`src/rtl/stb_rv_pkg.sv`:
```
// Shared definitions for the round-robin read arbiter: FSM state type,
// default geometry and the channel-index width helper.
package stb_rv_pkg;

  typedef enum logic {
    ARB_IDLE = 1'b0,
    ARB_SEND = 1'b1
  } arb_state_t;

  localparam int DEF_NUM_CH     = 4;
  localparam int DEF_DATA_WIDTH = 8;

  // Width of a channel index; never narrower than one bit.
  function automatic int ch_width(input int n);
    return (n > 2) ? $clog2(n) : 1;
  endfunction

endpackage

```
`src/rtl/rr_pick.sv`:
```
// Combinational round-robin picker: rotate the request mask so the search
// starts at ptr, take the lowest set bit, then map the offset back to a
// channel index. ptr is assumed to be below NUM_CH.
module rr_pick
  import stb_rv_pkg::*;
#(
  parameter int  NUM_CH = DEF_NUM_CH,
  localparam int CH_W   = ch_width(NUM_CH)
) (
  input  logic [NUM_CH-1:0] mask,
  input  logic [CH_W-1:0]   ptr,
  output logic              found,
  output logic [CH_W-1:0]   idx
);

  localparam logic [CH_W:0] NUM_CH_V = (CH_W + 1)'(NUM_CH);

  logic [2*NUM_CH-1:0] doubled;
  logic [NUM_CH-1:0]   rotated;
  logic [CH_W-1:0]     offset;
  logic [CH_W:0]       sum;

  // Rotate right by ptr so bit 0 of rotated is channel ptr.
  assign doubled = {mask, mask} >> ptr;
  assign rotated = doubled[NUM_CH-1:0];

  // Priority-encode the rotated mask and unrotate with a modulo-NUM_CH add.
  always_comb begin
    found  = 1'b0;
    offset = '0;
    for (int unsigned i = 0; i < NUM_CH; i++) begin
      if (!found && rotated[i]) begin
        found  = 1'b1;
        offset = CH_W'(i);
      end
    end
    sum = {1'b0, ptr} + {1'b0, offset};
    if (sum >= NUM_CH_V) begin
      sum = sum - NUM_CH_V;
    end
    idx = sum[CH_W-1:0];
  end

endmodule

```
`src/rtl/rv_read_arbiter.sv`:
```
// Round-robin arbiter that funnels per-channel read data onto a single
// registered ready/valid host port, one word per cycle when back-to-back.
module rv_read_arbiter
  import stb_rv_pkg::*;
#(
  parameter int  NUM_CH     = DEF_NUM_CH,
  parameter int  DATA_WIDTH = DEF_DATA_WIDTH,
  localparam int CH_W       = ch_width(NUM_CH)
) (
  input  logic                         CLK_I,
  input  logic                         RST_NI,
  input  logic [NUM_CH-1:0]            REQ_I,
  input  logic [NUM_CH-1:0]            CH_EN_I,
  input  logic [NUM_CH*DATA_WIDTH-1:0] DATA_I,
  output logic [NUM_CH-1:0]            ACK_O,
  input  logic                         READ_READY_I,
  output logic                         READ_VALID_O,
  output logic [DATA_WIDTH-1:0]        READ_DATA_O,
  output logic [CH_W-1:0]              READ_CH_O
);

  arb_state_t            state;
  logic [CH_W-1:0]       ptr;
  logic [CH_W-1:0]       ptr_next;
  logic [CH_W-1:0]       pick_ptr;
  logic [CH_W-1:0]       pick_idx;
  logic                  pick_found;
  logic [NUM_CH-1:0]     eligible;
  logic [NUM_CH-1:0]     pick_mask;
  logic [NUM_CH-1:0]     held_onehot;
  logic [DATA_WIDTH-1:0] pick_data;
  logic                  handshake;

  assign eligible  = REQ_I & CH_EN_I;
  assign handshake = (state == ARB_SEND) && READ_READY_I;
  assign ptr_next  = (READ_CH_O == CH_W'(NUM_CH - 1)) ? '0 : READ_CH_O + 1'b1;
  assign ACK_O     = handshake ? held_onehot : '0;

  // Decode the held channel index to a one-hot vector.
  always_comb begin
    held_onehot = '0;
    for (int unsigned i = 0; i < NUM_CH; i++) begin
      held_onehot[i] = (READ_CH_O == CH_W'(i));
    end
  end

  // While a word is held, the re-arbitration already uses the post-handshake
  // pointer and excludes the channel being consumed, so one picker serves both
  // the idle grant and the back-to-back grant.
  always_comb begin
    if (state == ARB_SEND) begin
      pick_mask = eligible & ~held_onehot;
      pick_ptr  = ptr_next;
    end else begin
      pick_mask = eligible;
      pick_ptr  = ptr;
    end
  end

  rr_pick #(
    .NUM_CH(NUM_CH)
  ) u_pick (
    .mask (pick_mask),
    .ptr  (pick_ptr),
    .found(pick_found),
    .idx  (pick_idx)
  );

  // Select the winning channel's data word.
  always_comb begin
    pick_data = '0;
    for (int unsigned i = 0; i < NUM_CH; i++) begin
      if (pick_idx == CH_W'(i)) begin
        pick_data = DATA_I[i*DATA_WIDTH +: DATA_WIDTH];
      end
    end
  end

  // Grant FSM and registered host-side outputs.
  always_ff @(posedge CLK_I or negedge RST_NI) begin
    if (!RST_NI) begin
      state        <= ARB_IDLE;
      ptr          <= '0;
      READ_VALID_O <= 1'b0;
      READ_DATA_O  <= '0;
      READ_CH_O    <= '0;
    end else begin
      case (state)
        ARB_IDLE: begin
          if (pick_found) begin
            READ_DATA_O  <= pick_data;
            READ_CH_O    <= pick_idx;
            READ_VALID_O <= 1'b1;
            state        <= ARB_SEND;
          end
        end
        ARB_SEND: begin
          if (READ_READY_I) begin
            ptr <= ptr_next;
            if (pick_found) begin
              READ_DATA_O <= pick_data;
              READ_CH_O   <= pick_idx;
            end else begin
              READ_VALID_O <= 1'b0;
              state        <= ARB_IDLE;
            end
          end
        end
        default: begin
          state        <= ARB_IDLE;
          READ_VALID_O <= 1'b0;
        end
      endcase
    end
  end

endmodule

```
`config.mk`:
```
export PLATFORM = sky130hd
export DESIGN_NAME = rv_read_arbiter
export DESIGN_NICKNAME = d
export VERILOG_FILES = /design/src/rtl/stb_rv_pkg.sv /design/src/rtl/rr_pick.sv /design/src/rtl/rv_read_arbiter.sv
export SDC_FILE = /design/constraint.sdc
export NUM_CORES = 1
export LEC_CHECK = 0
export CORE_ASPECT_RATIO = 0.6
export CORE_MARGIN = 5
export CORE_UTILIZATION = 35
export CTS_BUF_LIST = sky130_fd_sc_hd__clkbuf_4 sky130_fd_sc_hd__clkbuf_8
export DETAILED_ROUTE_END_ITERATION = 8
export PLACE_DENSITY = 0.71
export SLEW_MARGIN = 5
export SYNTH_ARGS = -nofsm -noshare
export SYNTH_HDL_FRONTEND = slang
export SYNTH_SLANG_ARGS = --single-unit
```
`constraint.sdc`:
```
create_clock -name CLK_I -period 6.32 [get_ports CLK_I]
set_input_delay 1.58 -clock CLK_I [delete_from_list [all_inputs] [get_ports CLK_I]]
set_output_delay 1.58 -clock CLK_I [all_outputs]
set_load 0.005 [all_outputs]
```
# [Word-level counts from Yosys, hierarchy flattened]
# Cells that the tools add are included.
[totals] elab_cells=63 out_inout_bits=15 reg_bits=14 input_bits=43
[classes] n_eq_ne=9 n_reduce_logical=11 bitwise_logic=4 addsub=3 muxes=29 order_cmp=1 shifts=1
[ops] operator="$mux 8" count=6
[ops] operator="$pmux 8 s2" count=1
[ops] operator="$mux 2" count=7
[ops] operator="$mux 1" count=10
[ops] operator="$and 4x4->4" count=2
[ops] operator="$eq 2x2->1 const B" count=4
[ops] operator="$mux 4" count=2
[ops] operator="$shr 8x2->4" count=1
[ops] operator="$ne 2x2->1 const B" count=3
[ops] operator="$eq 2x1->1 const B" count=2
[ops] operator="$logic_and 1x1->1" count=4
[ops] operator="$logic_not 2->1" count=2
[ops] operator="$not 4->4" count=1
[ops] operator="$pmux 1 s2" count=2
[ops] operator="$pmux 2 s2" count=1
[ops] operator="$add 2x2->3" count=1
[ops] operator="$ge 3x3->1 const B" count=1
[ops] operator="$logic_not 1->1" count=3
[ops] operator="$reduce_and 3->1" count=1
[ops] operator="$add 2x1->2 const B" count=1
[ops] operator="$reduce_and 2->1" count=1
[ops] operator="$sub 2x1->2 const B" count=1
[ops] operator="$not 1->1" count=1

# [Depth between registers and ports, before layout]
# Gate-level depths: netlist (run 1).
[depth] depth_word=26 depth_mapped=15 mapped_depth_nobuf=14

# [Modules after synthesis]
# From an unflattened synthesis (run 1), not the netlist that was laid out.
[unflattened] hier_cells=94 hier_area_um2=1058.5
[by_module_without_submodules] mod="rv_read_arbiter" seq_area_each_um2=350.3 area_each_um2=868.3 cells_each=66 n_inst=1
[by_module_without_submodules] mod="rr_pick" seq_area_each_um2=0.0 area_each_um2=190.2 cells_each=28 n_inst=1

# [Least setup slack after synthesis (run 1)]
# No wires, ideal clock.
[synth_path] path_type="input to register" startpoint="input REQ_I[0]" endpoint="register READ_DATA_O[4]" t_arrival_ns=3.554 setup_slack_ns=2.685 path_stages=13 required_time_ns=6.239 cell_sequence="nand2_1 > a21oi_2 > a21oi_1 > nor2_1 > nor2_1 > a21oi_1 > a21oi_1 > ha_1 > xnor2_1 > xnor2_4 > buf_12 > mux2_4 > o211ai_2"
[synth_between] elab_chain_cells=25 word_cells_on_any_way=32
[synth_lines] element="from (decl)" line="rv_read_arbiter.sv:12" text="input logic [NUM_CH-1:0] REQ_I,"
[synth_lines] element="$and 4x4->4 *" line="rv_read_arbiter.sv:34" text="assign eligible = REQ_I & CH_EN_I;"
[synth_lines] element="$and 4x4->4" line="rv_read_arbiter.sv:52" text="pick_mask = eligible & ~held_onehot;"
[synth_lines] element="$mux 4 *" line="rv_read_arbiter.sv:51" text="if (state == ARB_SEND) begin"
[synth_lines] element="$shr 8x2->4 *" line="rr_pick.sv:24" text="assign doubled = {mask, mask} >> ptr;"
[synth_lines] element="$mux 1" line="rr_pick.sv:32" text="if (!found && rotated[i]) begin"
[synth_lines] element="$logic_not 1->1" line="rr_pick.sv:32"
[synth_lines] element="$logic_and 1x1->1" line="rr_pick.sv:32"
[synth_lines] element="$mux 1" line="rr_pick.sv:32"
[synth_lines] element="(+6 left out)"
[synth_lines] element="$add 2x2->3" line="rr_pick.sv:37" text="sum = {1'b0, ptr} + {1'b0, offset};"
[synth_lines] element="$ge 3x3->1 / $sub 2x1->2 (equally long branches)" line="rr_pick.sv:38, rr_pick.sv:39"
[synth_lines] element="$mux 2" line="rr_pick.sv:38" text="if (sum >= NUM_CH_V) begin"
[synth_lines] element="$logic_not 2->1" line="rv_read_arbiter.sv:73" text="if (pick_idx == CH_W'(i)) begin"
[synth_lines] element="$mux 8 (4 in series)" line="rv_read_arbiter.sv:73"
[synth_lines] element="$mux 8 *" line="rv_read_arbiter.sv:90, rv_read_arbiter.sv:100"
[synth_lines] element="$mux 8" line="rv_read_arbiter.sv:98" text="if (READ_READY_I) begin"
[synth_lines] element="$pmux 8 s2 *" line="rv_read_arbiter.sv:88" text="case (state)"
[synth_lines] element="to (signal assigned)" line="rv_read_arbiter.sv:91" text="READ_DATA_O <= pick_data;"
[synth_lines] element="to (signal assigned)" line="rv_read_arbiter.sv:101" text="READ_DATA_O <= pick_data;"
[synth_lines] element="to (decl)" line="rv_read_arbiter.sv:18" text="output logic [DATA_WIDTH-1:0] READ_DATA_O,"
# Mark *: on every way between the ends. The rest lies on a longest branch, timed or not. The select of a mux whose other input is x is not followed.
# A chain may end at the register's enable or synchronous reset.

# [Worst setup path after layout (run 1)]
[layout_path] startpoint="input READ_READY_I" endpoint="output ACK_O[0]"
[layout_between] elab_chain_cells=2
[layout_lines] element="from (decl)" line="rv_read_arbiter.sv:16" text="input logic READ_READY_I,"
[layout_lines] element="$logic_and 1x1->1" line="rv_read_arbiter.sv:35" text="assign handshake = (state == ARB_SEND) && READ_READY_I;"
[layout_lines] element="$mux 4" line="rv_read_arbiter.sv:37" text="assign ACK_O = handshake ? held_onehot : '0;"
[layout_lines] element="to (decl)" line="rv_read_arbiter.sv:15" text="output logic [NUM_CH-1:0] ACK_O,"
# No other way between the ends.

==> results_dict.tcl, run 1 <==
set metrics [dict create \
    grt_pass1_vias 1135 \
    cts_buffers 3 \
    grt_max_degree 18 \
    core_area_um2 3280 \
    leakagePower_nw 0.760 \
    cp.required_ns 4.74 \
    netlist_area_um2 1210 \
    synth.area.top_cells "dfrtp_1 (29%), nand2_1 (11%), mux2_2 (8.4%)" \
    area_growth_pct 52.8 \
    rsz0062_at_grt "false" \
    arrival_ns 2.82 \
    path_cells "clkdlybuf4s50_1 -> and3_1 -> clkdlybuf4s50_1" \
    path_buf_inv 2 \
    syn_avg_cell_area_um2 9.44 \
    synthCells 128 \
    die_h_um 55.5 \
    port_buffers 57 \
    ir_drop_uv 621 \
    power.switching_mw 0.496 \
    multi_input_area_um2 800 \
    period_minus_slack_ns 4.40 \
    cp_top_family "buffers and inverters" \
    dr.pass1.iters 4 \
    p_int_mw 0.613 \
    vias 1125 \
    clock_latency_ns 0.24 \
    dieArea_um2 4770 \
    start_util_pct 36.8 \
    crit_path_start_kind "primary input" \
    r2r-start "READ_CH_O[0]$_DFFE_PN0P_" \
    max-cap-violations 0 \
    crit_end "ACK_O[0]" \
    dpl.hpwl_um 2790 \
    path_clk_slew_ns 0.06 \
    slew_viol_final 0 \
    grt-ovfl-total 0 \
    reg2reg_slack_ns 2.92 \
    pin_count 58 \
    crit_path_start "READ_READY_I" \
    synth_top_area_cell "dfrtp_1" \
    fin_hold_ws_ns 0.493 \
    post_drt_via_cell_ratio 4.89 \
    p_clk_share_pct 7.7 \
    wl_per_cell_um 14.8 \
    antenna_cells 0 \
    cts_hold_buffers 0 \
    fillCellCount 287 \
    drt-total-wl_um 3400 \
    fin_setup_tns_ns 0 \
    status "finished, final reports clean" \
    htree_levels 1 \
    yosysWarnings 0 \
    gp_congestion 0.778 \
    clk_path_buf_depth 2 \
    min_path_type "reg2reg" \
    worst_pin_slew_ns 0.707 \
    path_common_cell "clkdlybuf4s50_1" \
    worstReg2RegEnd "READ_DATA_O[2]$_DFFE_PN0P_" \
    pwr-share-comb_pct 76.4 \
    ys_ff_latch 14 \
    switching_share_pct 44.7 \
    relSlewSlack_pct 52.9 \
    critPathKind "in2out" \
    grt_pass1_wl_um 5350 \
    ant_nets 0 \
    p_per_area_nw_per_um2 600 \
    seq_power_share_pct 15.9 \
    r2r_cells 13 \
    worstPathMaxFanout 7 \
    cts_tree "yes" \
    hp-start "READ_DATA_O[3]$_DFFE_PN0P_" \
    cp_num_cells 3 \
    cts.repair.resized 0 \
    cts_setup_buffers 0 \
    die_x_um 85.9 \
    ys_types 33 \
    finalSetupViolations 0 \
    nets 234 \
    slowest_delay_ns 0.56 \
    rows 16 \
    finalCritPeriodShare_pct 69.6 \
    finClkSkew_ns 0.00277 \
    cp-end-kind "output pin" \
    track_usage_pct 14.1 \
    ys_seq_area_share_pct 29.0 \
    drive_gt1_share_pct 17.3 \
    syn_nets 176 \
    cp_slowest_cell "clkdlybuf4s50_1" \
    cts.root.buffer_cell "clkbuf_8" \
    timing.fmax_ghz 0.227 \
    drc 0 \
    drt_iter0_drc 44 \
    finalHoldViolations 0 \
    cts_sinks 14 \
    seq_area_um2 350 \
    yosys.area.top_type_share_pct 29.0 \
    antenna_found_initial 0 \
]
-- cells in the mapped netlist, drive strengths merged --
library cell	number
nor4	1
and3	6
nand2b	2
buf	4
ha	5
a31oi	1
o21ai	3
mux2	10
o2111ai	2
dfrtp	14
inv	4
nand3	2
nor2	6
nor2b	1
o211ai	10
a21oi	9
nand2	35
mux2i	10
xnor2	2
a211oi	1
-- cell type report --
class | instances | share of cell area (%)
Multi-Input combinational cell | 106 | 43.3
Timing Repair Buffer | 57 | 30.9
Sequential cell | 14 | 19.0
Tap cell | 45 | 3.05
Clock buffer | 4 | 2.98
Inverter | 4 | 0.813
-- cells in the final DEF, fill, tap and decap left out --
cell             instances
mux2_2                   9
clkdlybuf4s50_1         57
nor4_1                   1
nand3_1                  2
mux2i_4                  1
a21oi_1                  7
dfrtp_1                 14
clkbuf_8                 4
nor2_2                   1
o21ai_0                  3
ha_1                     5
o211ai_2                 8
a211oi_1                 1
mux2_4                   1
o2111ai_1                2
nor2b_1                  1
nand2b_1                 2
inv_1                    3
o211ai_1                 2
and3_1                   6
nor2_1                   4
nand2_1                 34
nand2_2                  1
xnor2_4                  1
inv_2                    1
mux2i_1                  8
mux2i_2                  1
a21oi_2                  2
a31oi_4                  1
nor2_4                   1
xnor2_1                  1
-- worst min-delay path by stage --
stage	to	cells after the start
3_5_place_dp	READ_DATA_O[1]$_DFFE_PN0P_	2
4_1_cts	READ_DATA_O[1]$_DFFE_PN0P_	2
5_1_grt	READ_DATA_O[1]$_DFFE_PN0P_	2
6_report	READ_DATA_O[3]$_DFFE_PN0P_	2
3_3_place_gp	READ_DATA_O[2]$_DFFE_PN0P_	2
2_1_floorplan	READ_DATA_O[0]$_DFFE_PN0P_	2
-- per-layer routing --
metal	routed length (µm)	GRT usage [%]	share of wire, %	vias to the layer above
met2	1520	22.8	45	46
met1	1590	18.2	47	505
met5	0	0	0	-
met4	16	2.03	0.47	0
li1	-	-	-	570
met3	268	5.20	7.9	4
-- sequential cells by signal, indices dropped and copies added, names as in the netlist --
register / count
READ_DATA_O: 8
state: 1
READ_VALID_O: 1
ptr: 2
READ_CH_O: 2
-- kinds of logic (layout without fill, tap and decap cells) --
group,after synthesis,count (layout),share of synthesized area [%]
buffers and inverters,8,65,4.86
and+or+nand+nor,53,53,19.8
adders and majority gates,5,5,5.18
DFF,14,14,29.0
AOI/OAI and AO/OA,26,26,18.9
xor gates and xnor gates,2,2,3.00
muxes,20,20,19.3
-- per-stage QoR --
step | power [mW] | cell area [µm²] | cells | util, % | worst slack [ns]
after global routing | 1.20 | 1850 | 230 | 56.3 | 1.86
after detailed placement | 1.03 | 1790 | 226 | 54.6 | 1.83
after CTS | 1.12 | 1850 | 230 | 56.3 | 1.91
after floorplan | 0.873 | 1210 | 128 | - | 2.69
after global placement | 0.997 | 1790 | 226 | 54.6 | 1.95
final | 1.11 | 1850 | 230 | 56.3 | 1.92
-- power groups by stage --
stage / combinational [mW] / sequential [mW] / clock (mW)
3_3_place_gp: 0.824 / 0.174 / 0
2_1_floorplan: 0.704 / 0.169 / 0
3_5_place_dp: 0.853 / 0.177 / 0
4_1_cts: 0.857 / 0.176 / 0.0866
6_report: 0.847 / 0.176 / 0.0855
5_1_grt: 0.922 / 0.184 / 0.0909
-- tightest hold or removal path: stages, from the launching register on --
cell and delay, ns:
dfrtp_1 0.34, nand2_1 0.06, o211ai_2 0.05
No activity file was read; power rests on OpenSTA's default activity.
==> run 2, diff against run 1 <==
==> constraint.sdc (replaced) <==
create_clock -name CLK_I -period 4.3 [get_ports CLK_I]
set_input_delay 1.075 -clock CLK_I [delete_from_list [all_inputs] [get_ports CLK_I]]
set_output_delay 1.075 -clock CLK_I [all_outputs]
set_load 0.005 [all_outputs]
==> run 2 against run 1 <==
Compared with the run above: sequential share of layout area unchanged; routed wire length up 2.1%; largest cell class unchanged; utilization unchanged; design area unchanged; sequential cell count unchanged; setup slack worse by 1.4 ns; total power up 47%; die area unchanged; sequential power up 46%; register-to-register slack worse by 2.0 ns; clock-buffer cell count unchanged; highest routed layer unchanged; critical path type is now in2reg.
==> results_dict.tcl, run 2 (synthesis results as in run 1) <==
set metrics [dict create \
    cp_num_cells 11 \
    ant_nets 0 \
    die_x_um 85.9 \
    max_flop_register "READ_DATA_O" \
    r2r_cells 12 \
    ir_drop_uv 668 \
    multi_input_area_um2 800 \
    cp.required_ns 4.47 \
    grt_pass1_vias 1229 \
    reg2reg_slack_ns 0.90 \
    path_clk_slew_ns 0.06 \
    place_area_um2 1790 \
    pre_cts_slack_ns 0.303 \
    fin_setup_tns_ns 0 \
    gp_congestion 0.795 \
    timing.fmax_ghz 0.265 \
    min_path_type "reg2reg" \
    area_growth_pct 52.8 \
    antenna_cells 0 \
    cts_sinks 14 \
    fillCellCount 303 \
    grt-ovfl-total 0 \
    drc 0 \
    cts_buffers 3 \
    port_buffers 57 \
    status "finished, final reports clean" \
    cts.repair.resized 0 \
    cp-end-kind "flop" \
    slew_viol_final 0 \
    grt_pass1_wl_um 5710 \
    start_util_pct 36.8 \
    track_usage_pct 15.3 \
    finalHoldViolations 0 \
    worstPathMaxFanout 17 \
    cts_tree "yes" \
    crit_path_start_kind "primary input" \
    cp_top_family "XOR/XNOR gates" \
    path_cells "clkdlybuf4s50_1 -> nand3_1 -> o21ai_0 -> a21oi_1 -> a211oi_1 -> a21oi_1 -> ha_1 -> xnor2_1 -> xnor2_4 -> mux2_2 -> o211ai_2" \
    p_per_area_nw_per_um2 883 \
    worstReg2RegEnd "READ_DATA_O[6]$_DFFE_PN0P_" \
    wl_per_cell_um 15.1 \
    clock_latency_ns 0.25 \
    path_buf_inv 1 \
    seq_area_um2 350 \
    whs_path_depth 2 \
    relSlewSlack_pct 46.4 \
    seq_power_share_pct 15.8 \
    power.switching_mw 0.730 \
    critPathKind "in2reg" \
    pwr-share-comb_pct 76.4 \
    htree_levels 1 \
    drt_iter0_drc 27 \
    fin_ws_ns 0.520 \
    worst_pin_slew_ns 0.796 \
    slowest_delay_ns 0.60 \
    nets 234 \
    finClkSkew_ns 0.00204 \
    final_area_um2 1850 \
    dieArea_um2 4770 \
    period_minus_slack_ns 3.78 \
    p_clk_share_pct 7.9 \
    die_h_um 55.5 \
    layout_commonest_cell "clkdlybuf4s50_1" \
    cts_setup_buffers 0 \
    largest_reg_flops 8 \
    drt-total-wl_um 3470 \
    vias 1157 \
    core_area_um2 3280 \
    top_regs "READ_DATA_O: 8 flops, READ_CH_O: 2 flops, ptr: 2 flops" \
    rows 16 \
    cts_hold_buffers 0 \
    post_drt_via_cell_ratio 5.03 \
    cts.root.buffer_cell "clkbuf_8" \
    dpl.hpwl_um 2900 \
    r2r-start "READ_CH_O[0]$_DFFE_PN0P_" \
    layout_common_cells "clkdlybuf4s50_1 (57), nand2_1 (34), dfrtp_1 (14), mux2_2 (9)" \
    max-cap-violations 0 \
    cp_slowest_cell "xnor2_4" \
    clk_path_buf_depth 2 \
    switching_share_pct 44.8 \
    arrival_ns 3.95 \
    antenna_found_initial 0 \
    crit_end "READ_DATA_O[6]$_DFFE_PN0P_" \
    p_int_mw 0.901 \
    crit_path_start "REQ_I[3]" \
    grt_max_degree 18 \
    drive_gt1_share_pct 17.3 \
    path_common_cell "a21oi_1" \
    rsz0062_at_grt "false" \
    finalSetupViolations 0 \
    fin_hold_ws_ns 0.485 \
    dr.pass1.iters 4 \
    leakagePower_nw 0.760 \
    finalCritPeriodShare_pct 87.9 \
    pin_count 58 \
]
==> run 2: cell counts in the layout (fill, tap and decap cells not counted) <==
Identical to the previous run, type by type.
==> run 2: power by group through the flow <==
stage	sequential, mW	clock [mW]	combinational [mW]
6_report	0.257	0.128	1.25
5_1_grt	0.268	0.141	1.35
4_1_cts	0.258	0.133	1.25
3_5_place_dp	0.260	0	1.24
3_3_place_gp	0.257	0	1.20
2_1_floorplan	0.249	0	1.03
==> run 2: worst register-to-register path, cell delays in order, from the launching register on <==
cell	delay, ns
dfrtp_1	0.42
inv_1	0.10
ha_1	0.34
mux2i_2	0.44
o21ai_0	0.18
a21oi_1	0.19
a211oi_1	0.08
a21oi_1	0.15
ha_1	0.19
xnor2_1	0.15
xnor2_4	0.60
mux2_2	0.43
o211ai_2	0.07
==> run 2: metrics by stage <==
stage	utilization, %	cells	power (mW)
global route	56.3	230	1.76
global placement	54.6	226	1.46
finish	56.3	230	1.63
detailed placement	54.6	226	1.50
CTS	56.3	230	1.64
floorplan	-	128	1.28
==> run 2: layer usage <==
metal	part of all wire, %	vias to the layer above	track usage, %
li1	-	565	-
met1	46	543	18.7
met2	47	41	24.7
met3	4.4	8	3.71
met4	2.5	0	7.90
met5	0	-	0
==> run 2: worst min path at each step <==
stage                                           from                         end  slack, ns
after floorplan           READ_DATA_O[0]$_DFFE_PN0P_  READ_DATA_O[0]$_DFFE_PN0P_       0.48
after global placement    READ_DATA_O[1]$_DFFE_PN0P_  READ_DATA_O[1]$_DFFE_PN0P_       0.47
after detailed placement  READ_DATA_O[1]$_DFFE_PN0P_  READ_DATA_O[1]$_DFFE_PN0P_       0.47
after CTS                 READ_DATA_O[1]$_DFFE_PN0P_  READ_DATA_O[1]$_DFFE_PN0P_       0.49
after global routing      READ_DATA_O[7]$_DFFE_PN0P_  READ_DATA_O[7]$_DFFE_PN0P_       0.52
final                     READ_DATA_O[1]$_DFFE_PN0P_  READ_DATA_O[1]$_DFFE_PN0P_       0.48
==> run 2: cell type report <==
type / count / share of cell area [%]
clock buffer: 4 / 2.98
multi-input combinational: 106 / 43.3
inverter: 4 / 0.813
timing repair buffer: 57 / 30.9
tap: 45 / 3.05
sequential: 14 / 19.0
==> run 3, diff against run 2 <==
--- a/config.mk
+++ b/config.mk
@@ -5,12 +5,14 @@
 export SDC_FILE = /design/constraint.sdc
 export NUM_CORES = 1
 export LEC_CHECK = 0
+export ABC_CLOCK_PERIOD_IN_PS = 4300
 export CORE_ASPECT_RATIO = 0.6
 export CORE_MARGIN = 5
 export CORE_UTILIZATION = 35
 export CTS_BUF_LIST = sky130_fd_sc_hd__clkbuf_4 sky130_fd_sc_hd__clkbuf_8
 export DETAILED_ROUTE_END_ITERATION = 8
 export PLACE_DENSITY = 0.71
+export SETUP_SLACK_MARGIN = 0.1
 export SLEW_MARGIN = 5
 export SYNTH_ARGS = -nofsm -noshare
 export SYNTH_HDL_FRONTEND = slang
==> results of run 3 <==
No change in the layout: final DEF, timing and power equal those of run 2.
